**src/rtl/cpumc_pkg.sv**
```systemverilog
// ---------------------------------------------------------------------------
// cpumc_pkg
//
// Shared definitions for the CPU memory-controller responder slice.
//
// Contents:
//   state_t        - responder FSM states (2-bit encoding)
//   READ_LAT_MAX   - largest back-end read latency the counter can express
//   LAT_CNT_W      - width of the read-latency down-counter
//   REG_OAMDMA     - sprite DMA trigger register address
//   REG_OAMDATA    - sprite data port register address
//   lat_to_count() - clamps a latency parameter into the counter's legal range
// ---------------------------------------------------------------------------
package cpumc_pkg;

    typedef enum logic [1:0] {
        S_IDLE  = 2'd0,
        S_WAIT  = 2'd1,
        S_DRAIN = 2'd2
    } state_t;

    localparam int READ_LAT_MAX = 15;
    localparam int LAT_CNT_W    = 4;

    localparam logic [15:0] REG_OAMDMA  = 16'h4014;
    localparam logic [15:0] REG_OAMDATA = 16'h2004;

    // An out-of-range latency would otherwise wrap the 4-bit counter and
    // either never complete or complete immediately; clamp it instead.
    function automatic logic [LAT_CNT_W-1:0] lat_to_count(input int lat);
        if (lat < 1) begin
            return LAT_CNT_W'(1);
        end else if (lat > READ_LAT_MAX) begin
            return LAT_CNT_W'(READ_LAT_MAX);
        end else begin
            return LAT_CNT_W'(lat);
        end
    endfunction

endpackage

```
**src/rtl/cpumc_wbuf.sv**
```systemverilog
// ---------------------------------------------------------------------------
// cpumc_wbuf
//
// One-entry posted-write buffer. Holds a single {address, data} pair that
// arrived while a read was outstanding, until the responder drains it.
//
// Ports:
//   clk_in    - system clock
//   rst_n_in  - synchronous active-low reset, empties the buffer
//   load_in   - capture addr_in/data_in and mark the entry full
//   clear_in  - mark the entry empty (after it has been written out)
//   addr_in   - write address to capture
//   data_in   - write data to capture
//   full_out  - entry holds a pending write
//   addr_out  - buffered address
//   data_out  - buffered data
// ---------------------------------------------------------------------------
module cpumc_wbuf #(
    parameter int ADDR_W = 11
) (
    input  logic              clk_in,
    input  logic              rst_n_in,
    input  logic              load_in,
    input  logic              clear_in,
    input  logic [ADDR_W-1:0] addr_in,
    input  logic [7:0]        data_in,
    output logic              full_out,
    output logic [ADDR_W-1:0] addr_out,
    output logic [7:0]        data_out
);

    logic              full_q, full_d;
    logic [ADDR_W-1:0] addr_q, addr_d;
    logic [7:0]        data_q, data_d;

    // A load in the same cycle as a clear refills the entry, so load wins.
    always_comb begin
        full_d = full_q;
        addr_d = addr_q;
        data_d = data_q;
        if (clear_in) begin
            full_d = 1'b0;
        end
        if (load_in) begin
            full_d = 1'b1;
            addr_d = addr_in;
            data_d = data_in;
        end
    end

    always_ff @(posedge clk_in) begin
        if (!rst_n_in) begin
            full_q <= 1'b0;
            addr_q <= '0;
            data_q <= 8'h00;
        end else begin
            full_q <= full_d;
            addr_q <= addr_d;
            data_q <= data_d;
        end
    end

    assign full_out = full_q;
    assign addr_out = addr_q;
    assign data_out = data_q;

endmodule

```
**src/rtl/cpumc_rsp.sv**
```systemverilog
// ---------------------------------------------------------------------------
// cpumc_rsp
//
// Responder end of the CPU memory-controller request interface. Accepts
// single-cycle read requests and write strobes from the CPU core / sprite
// DMA, drives a synchronous RAM with a fixed read latency, returns read
// data behind a registered ready flag, and absorbs one posted write that
// arrives while a read is in flight.
//
// Parameters:
//   ADDR_W   - RAM address width; upper CPU address bits are ignored
//              (the RAM mirrors across the 16-bit space)
//   READ_LAT - cycles from mem_en_out to valid mem_d_in (1..15)
//
// Ports:
//   clk_in      - system clock
//   rst_n_in    - synchronous active-low reset
//   a_in        - request address
//   din_in      - write data
//   r_nw_in     - 1 = read/idle, 0 = write strobe (one cycle per write)
//   req_in      - read request pulse
//   rdy_out     - high when idle; dout_out holds the last completed read
//   dout_out    - registered read data
//   err_out     - sticky protocol-violation flag
//   mem_a_out   - back-end address
//   mem_d_out   - back-end write data
//   mem_en_out  - back-end read enable
//   mem_we_out  - back-end write enable
//   mem_d_in    - back-end read data
// ---------------------------------------------------------------------------
module cpumc_rsp
    import cpumc_pkg::*;
#(
    parameter int ADDR_W   = 11,
    parameter int READ_LAT = 2
) (
    input  logic              clk_in,
    input  logic              rst_n_in,
    input  logic [15:0]       a_in,
    input  logic [7:0]        din_in,
    input  logic              r_nw_in,
    input  logic              req_in,
    output logic              rdy_out,
    output logic [7:0]        dout_out,
    output logic              err_out,
    output logic [ADDR_W-1:0] mem_a_out,
    output logic [7:0]        mem_d_out,
    output logic              mem_en_out,
    output logic              mem_we_out,
    input  logic [7:0]        mem_d_in
);

    localparam logic [LAT_CNT_W-1:0] LAT_LOAD = lat_to_count(READ_LAT);

    state_t                state_q, state_d;
    logic [LAT_CNT_W-1:0]  cnt_q, cnt_d;
    logic                  rdy_q, rdy_d;
    logic [7:0]            dout_q, dout_d;
    logic                  err_q, err_d;

    logic                  wbuf_load;
    logic                  wbuf_clear;
    logic                  wbuf_full;
    logic [ADDR_W-1:0]     wbuf_addr;
    logic [7:0]            wbuf_data;

    logic                  wr_strobe;
    logic                  rd_done;

    assign wr_strobe = ~r_nw_in;

    // Upper address bits are deliberately ignored so the RAM mirrors.
    if (ADDR_W < 16) begin : g_mirror
        logic unused_addr_hi;
        assign unused_addr_hi = ^a_in[15:ADDR_W];
    end

    cpumc_wbuf #(
        .ADDR_W (ADDR_W)
    ) u_wbuf (
        .clk_in   (clk_in),
        .rst_n_in (rst_n_in),
        .load_in  (wbuf_load),
        .clear_in (wbuf_clear),
        .addr_in  (a_in[ADDR_W-1:0]),
        .data_in  (din_in),
        .full_out (wbuf_full),
        .addr_out (wbuf_addr),
        .data_out (wbuf_data)
    );

    // The counter is loaded with the latency on the request edge, so it
    // reads 1 in the cycle where mem_d_in becomes valid.
    assign rd_done = (cnt_q <= LAT_CNT_W'(1));

    // Next-state, register-next and back-end drive logic.
    always_comb begin
        state_d    = state_q;
        cnt_d      = cnt_q;
        rdy_d      = rdy_q;
        dout_d     = dout_q;
        err_d      = err_q;
        wbuf_load  = 1'b0;
        wbuf_clear = 1'b0;
        mem_en_out = 1'b0;
        mem_we_out = 1'b0;
        mem_a_out  = a_in[ADDR_W-1:0];
        mem_d_out  = din_in;

        case (state_q)
            S_IDLE: begin
                rdy_d = 1'b1;
                if (wr_strobe) begin
                    // A write wins over a simultaneous read request.
                    mem_we_out = 1'b1;
                    if (req_in) begin
                        err_d = 1'b1;
                    end
                end else if (req_in) begin
                    mem_en_out = 1'b1;
                    cnt_d      = LAT_LOAD;
                    rdy_d      = 1'b0;
                    state_d    = S_WAIT;
                end
            end

            S_WAIT: begin
                rdy_d = 1'b0;
                cnt_d = cnt_q - LAT_CNT_W'(1);
                if (req_in) begin
                    err_d = 1'b1;
                end
                if (wr_strobe) begin
                    if (wbuf_full) begin
                        err_d = 1'b1;
                    end else begin
                        wbuf_load = 1'b1;
                    end
                end
                // A write landing in the final wait cycle still needs draining.
                if (rd_done) begin
                    dout_d = mem_d_in;
                    if (wbuf_full || wbuf_load) begin
                        state_d = S_DRAIN;
                    end else begin
                        state_d = S_IDLE;
                        rdy_d   = 1'b1;
                    end
                end
            end

            S_DRAIN: begin
                mem_we_out = 1'b1;
                mem_a_out  = wbuf_addr;
                mem_d_out  = wbuf_data;
                wbuf_clear = 1'b1;
                rdy_d      = 1'b1;
                state_d    = S_IDLE;
                if (wr_strobe || req_in) begin
                    err_d = 1'b1;
                end
            end

            default: begin
                rdy_d   = 1'b1;
                state_d = S_IDLE;
            end
        endcase

        // No back-end access may start while reset is asserted.
        if (!rst_n_in) begin
            mem_en_out = 1'b0;
            mem_we_out = 1'b0;
        end
    end

    always_ff @(posedge clk_in) begin
        if (!rst_n_in) begin
            state_q <= S_IDLE;
            cnt_q   <= '0;
            rdy_q   <= 1'b1;
            dout_q  <= 8'h00;
            err_q   <= 1'b0;
        end else begin
            state_q <= state_d;
            cnt_q   <= cnt_d;
            rdy_q   <= rdy_d;
            dout_q  <= dout_d;
            err_q   <= err_d;
        end
    end

    assign rdy_out  = rdy_q;
    assign dout_out = dout_q;
    assign err_out  = err_q;

endmodule

```
**config.mk**
```make
export PLATFORM = sky130hd
export DESIGN_NAME = cpumc_rsp
export DESIGN_NICKNAME = d
export VERILOG_FILES = /design/src/rtl/cpumc_pkg.sv /design/src/rtl/cpumc_wbuf.sv /design/src/rtl/cpumc_rsp.sv
export SDC_FILE = /design/constraint.sdc
export NUM_CORES = 1
export LEC_CHECK = 0
export BUFFER_PORTS_ARGS = -buffer_cell sky130_fd_sc_hd__buf_2
export CAP_MARGIN = 20
export CORE_AREA = 2 2 62 64
export CTS_BUF_LIST = sky130_fd_sc_hd__clkbuf_16
export DETAILED_ROUTE_END_ITERATION = 8
export DIE_AREA = 0 0 64 66
export PLACE_DENSITY = 0.81
export SKIP_LAST_GASP = 1
export SLEW_MARGIN = 5
export SYNTH_ARGS = -nofsm -noshare
export SYNTH_HDL_FRONTEND = slang
export SYNTH_SLANG_ARGS = --single-unit
```
**constraint.sdc**
```tcl
create_clock -name clk_in -period 2.4 [get_ports clk_in]
set_input_delay 0.12 -clock clk_in [delete_from_list [all_inputs] [get_ports clk_in]]
set_output_delay 0.12 -clock clk_in [all_outputs]
set_load 0.01 [all_outputs]
```
Word level (Yosys, flattened, before mapping). Index checks and enable logic that the tools add are counted.

Bits in registers: 36. Latch bits: 0. Bits in writable memories: 0. ROM bits: 0. Input bits: 36. Word-level logic and storage cells: 63. Memories kept: 0.

Add/sub/neg operators: 1. Multipliers: 0. Divide/modulo/power cells: 0. Magnitude comparators: 1. Eq/ne operators: 7. Shift-type cells: 0. Multiplexer cells: 35. Bitwise operators: 1. Reduce and logical (&&, ||, !) cells: 10.

Operators by type and width (count): 1-bit two-way mux (22); 11-bit two-way mux (1); 2-bit != test, second input constant (5); 3-bit AND reduction (3); 2-bit two-way mux (4); 4-bit two-way mux (2); 8-bit two-way mux (1); 4-bit case mux with 2 select lines (1); 4-bit by 1-bit <= comparator with 1-bit output, second input constant (1); 1-bit case mux with 2 select lines (2); 2-bit case mux with 2 select lines (1); 2-bit nonzero test (2); 4-bit by 1-bit subtractor with 4-bit output, second input constant (1); 1-bit case mux with 3 select lines (1); 3-bit nonzero test (1); 2-bit by 1-bit equality test with 1-bit output, second input constant (1); 2-bit equality test, second input constant (1); 2-bit logical NOT (1); 1-bit logical OR (2); 2-bit AND reduction (1); 1-bit NOT (1).

Longest topological paths before layout.
Depth in word-level cells: 7. Mapped depth: 7. Depth with buffers taken out: 6.

Cells and area by module. Synthesis repeated with hierarchy kept, for this count alone.

Cell total of the unflattened synthesis: 187. Area total of the unflattened synthesis: 1885.6 um^2.

Modules (own cells, without submodules): cpumc_rsp (times used 1, cells each 123, area each 1132.3 um^2); cpumc_wbuf (times used 1, cells each 64, area each 753.2 um^2).

Worst setup path before layout. No wires, ideal clock.

Kind: register to register. From: reg cnt_q[0]. To: reg state_q[1]. Library setup time: 0.115 ns. Arrival: 1.306 ns. Data required time: 2.285 ns. Setup slack: 0.979 ns. Stages on the path, launching flop included: 8. Buffers on the path: 1. Path through: dfxtp_1 inv_1 ha_1 nor2_1 nor4b_2 buf_4 o211a_1 o21a_1.

Cells in the longest elaborated chain, start to end: 3.

Ends and longest elaborated chain: from (decl) (line cpumc_rsp.sv:56) `logic [LAT_CNT_W-1:0] cnt_q, cnt_d;`; from (signal assigned) (line cpumc_rsp.sv:186) `cnt_q <= cnt_d;`; 4-bit by 1-bit <= comparator with 1-bit output (line cpumc_rsp.sv:94) `assign rd_done = (cnt_q <= LAT_CNT_W'(1));`; 2-bit != test (no source line); 3-bit AND reduction (no source line); to (signal assigned) (line cpumc_rsp.sv:185) `state_q <= state_d;`; to (decl) (line cpumc_rsp.sv:55) `state_t state_q, state_d;`.

Every way passes these cells. A chain may end at the register's enable or synchronous reset.

Final worst setup path.
From: reg state_q[1]. To: reg dout_q[1] (netlist: dout_out[1]).

Cells in the longest elaborated chain, start to end: 2.

Ends and longest elaborated chain: 2-bit by 1-bit equality test with 1-bit output (line cpumc_rsp.sv:110) `case (state_q)`; 2-bit AND reduction (no source line); to (signal assigned) (line cpumc_rsp.sv:188) `dout_q <= dout_d;`; to (decl) (line cpumc_rsp.sv:58) `logic [7:0] dout_q, dout_d;`.

Every way passes these cells.

==> metrics.md <==
| Metric | Value |
|---|---|
| Via density | 5.16 |
| Final WS setup | 0.444 ns |
| CTS root buffer | clkbuf_16 |
| Hold path endpoint | dout_out[0] |
| # resized after CTS | 0 |
| Detail Route Antenna Nets | 0 |
| Unrepaired setup endpoints after global routing | no |
| Post-Syn Instances | 200 |
| IO Count | 67 |
| CTS tree | yes |
| Fillers | 330 |
| P_sw | 0.000364 W |
| Worst Hold Class | in2reg |
| Largest net degree at the start of global routing | 21 |
| Final setup viols | 0 |
| Vias in the first global route | 1514 |
| Post-Syn Area | 1760 µm² |
| Share of layout cells above drive strength 1 | 36.4% |
| Worst EP arrival | 2.09 ns |
| Clock share of power | 40.4% |
| Clock sinks | 36 |
| Yosys top cell area share | 40.9% |
| Int Power | 0.00111 W |
| Hold violation total from the final report | 0 |
| TritonCTS buffer count | 5 |
| Fmax | 511 MHz |
| Placement Setup Slack | 0.444 ns |
| Crit-path max cell delay | 0.47 ns |
| WL final | 3820 µm |
| Final Instance Area | 2250 µm² |
| Post-DP HPWL | 2870 µm |
| Worst vdd rail ir drop | 0.653 mV |
| Hold path startpoint | mem_d_in[0] |
| Pins Over Slew Limit | 0 |
| Most area-hungry cell type in the Yosys netlist | dfxtp_1 |
| Via count | 1611 |
| Wire per inst | 12.3 µm |
| Worst r2r dst | dout_out[1] |
| Initial Util | 49.6% |
| GPL Wtd Cong | 0.770 |
| First DRT Iteration DRCs | 47 |
| CTS H-Tree Depth | 2 |
| Synth-to-Final Area Change | 27.8% |
| First-pass GRT wire length | 6260 µm |
| Clk_lat worst skew | 0.27 ns |
| Reg2Reg Depth | 6 |
| Status | complete, no violations |
| Setup Crit Path Kind | reg2reg |
| Post-CTS setup buffer count | 0 |
| Hold buffer count at cts | 0 |
| GRT Resource Usage Total | 18.6% |
| Seq pwr share | 43.6% |
| Sequential share of the synthesized area | 40.9% |
| Max_cap viols | 0 |
| Highest-delay cell along the critical path | ha_1 |
| Final Critical Period | 1.96 ns |
| Top delay family on crit path | adder cells |
| Initial antenna violation count | 0 |
| FF-to-FF Start | state_q[1] |
| R2R setup slack | 0.44 ns |
| CTS clk-pin slew, worst paths | 0.05 ns |
| Mean Syn Cell Area | 8.81 µm² |
| Multi-input gate area | 955 µm² |
| Hold depth | 3 |
| CP cell instances | inv_1, ha_1, nor4b_2, buf_4, mux2i_1, nor2_1 |
| Combinational share of power | 16.0% |
| TritonRoute pass-1 iters | 4 |
| CTS Buffer Depth | 2 |
| Leak Pwr | 0.953 nW |
| Placed cell areas | 2110 µm² |
| N_diodes | 0 |
| WP buf/inv | 2 |
| Final Total Pwr | 0.00148 W |
| Yosys cell types | 32 |
| Startpoint types | register |
| Synth warn | 0 |
| Relative max-transition margin | 63.4% |
| Fin nets | 305 |
| Setup TNS | 0 ns |
| Worst Clk Skew | 0.00343 ns |
| IO Port Bufs | 61 |
| PD cells | 656 nW/µm² |
| Synth top area cells | dfxtp_1 (41%), mux2_2 (12%), nand2_1 (8.9%), a21oi_1 (7.4%), mux2i_1 (4.5%) |
| Die area | 4220 µm² |
| GR Overflow Total | 0 |
| Die X | 64 µm |
| Core area | 3550 µm² |
| Synth Net Count | 242 |
| Row count | 22 |
| Crit end category | register |
| Sw frac | 24.7% |
| Die H | 66 µm |
| Final period util | 81.5% |
| Synth Register Bits | 36 |
| Worst EP required | 2.53 ns |
| Max FO, Critical Path | 16 |
| DRC | 0 |
| Register area | 721 µm² |
| Least-Margin Pin Slew | 0.548 ns |
-- routing by layer --
| metal | GRT usage (%) | wire (µm) |
|---|---|---|
| met5 | 0 | 0 |
| met4 | 4.08 | 8 |
| met3 | 5.28 | 270 |
| met2 | 35.4 | 1890 |
| met1 | 20.2 | 1650 |
-- cell usage after synthesis (all sizes together) --
library cell,count
a21bo,1
o21ai,3
nor3b,1
nand4,1
nor2,13
a31oi,2
nor3,2
xnor2,1
mux2,19
clkbuf,3
o31ai,1
nand4b,1
buf,8
o31a,1
o21a,2
nand2b,3
nand3,2
a21boi,2
a21oi,26
a221oi,1
inv,7
o221a,1
nand3b,4
a311oi,1
nand2,42
o211a,1
mux2i,8
ha,6
dfxtp,36
nor4b,1
-- cell families after synthesis --
kind of cell,Yosys count,synth area share (%)
fa+ha+maj,6,4.26
compound gates,42,14.3
simple gates,70,18.4
flops,36,40.9
xor+xnor,1,0.497
mux,27,16.7
buf+inv,18,4.90
-- worst reg2reg max path, stage by stage (launching register included) --
cell     delay, ns
dfxtp_1       0.32
inv_1         0.11
ha_1          0.47
nor4b_2       0.41
buf_4         0.26
mux2i_1       0.20
nor2_1        0.06
-- through the flow --
step | instances | hold WS (ns) | util, %
2_1_floorplan | 200 | 0.192 | -
3_3_place_gp | 304 | 0.351 | 59.5
3_5_place_dp | 304 | 0.361 | 59.5
4_1_cts | 312 | 0.0839 | 63.4
5_1_grt | 312 | 0.100 | 63.4
6_report | 312 | 0.0830 | 63.4
-- flip-flops by register name, indices dropped and copies added (netlist names) --
register	count
u_wbuf.data_out	8
dout_out	8
cnt_q	4
state_q	2
rdy_out	1
u_wbuf.addr_out	11
u_wbuf.full_out	1
err_out	1
-- power groups by stage --
stage	sequential [W]	clock, W	combinational [W]
after floorplan	0.000659	0	0.000149
after global placement	0.000656	0	0.000232
after detailed placement	0.000657	0	0.000238
after CTS	0.000644	0.000613	0.000239
after global routing	0.000648	0.000633	0.000263
final	0.000644	0.000597	0.000237
-- cell type report --
| cell class | instances | area share (%) |
|---|---|---|
| Tap cell | 48 | 2.67 |
| Timing Repair Buffer | 67 | 15.6 |
| Inverter | 7 | 1.17 |
| Clock inverter | 3 | 0.667 |
| Multi-Input combinational cell | 146 | 42.4 |
| Sequential cell | 36 | 32.0 |
| Clock buffer | 5 | 5.56 |
-- worst max-delay path by stage --
stage	start	end	slack, ns	cells after the start
floorplan	cnt_q[0]	state_q[1]	0.98	7
global placement	state_q[1]	dout_out[0]	0.50	6
detailed placement	state_q[1]	dout_out[5]	0.44	6
CTS	state_q[1]	dout_out[7]	0.43	6
global route	state_q[1]	dout_out[6]	0.27	6
finish	state_q[1]	dout_out[1]	0.44	6
-- layout by cell type (no fill, tap or decap), types with 2 or more instances in the layout --
| cell | instances |
|---|---|
| nand3b_1 | 4 |
| nand2b_1 | 3 |
| nand2_1 | 42 |
| nand3_1 | 2 |
| nor2_1 | 13 |
| inv_1 | 8 |
| ha_1 | 6 |
| clkbuf_16 | 5 |
| o21ai_0 | 3 |
| mux2_2 | 19 |
| buf_4 | 6 |
| a31oi_1 | 2 |
| dfxtp_1 | 36 |
| o21a_1 | 2 |
| mux2i_1 | 8 |
| a21boi_0 | 2 |
| a21oi_1 | 26 |
| nor3_1 | 2 |
| buf_2 | 61 |
No activity file was read; power rests on OpenSTA's default activity.
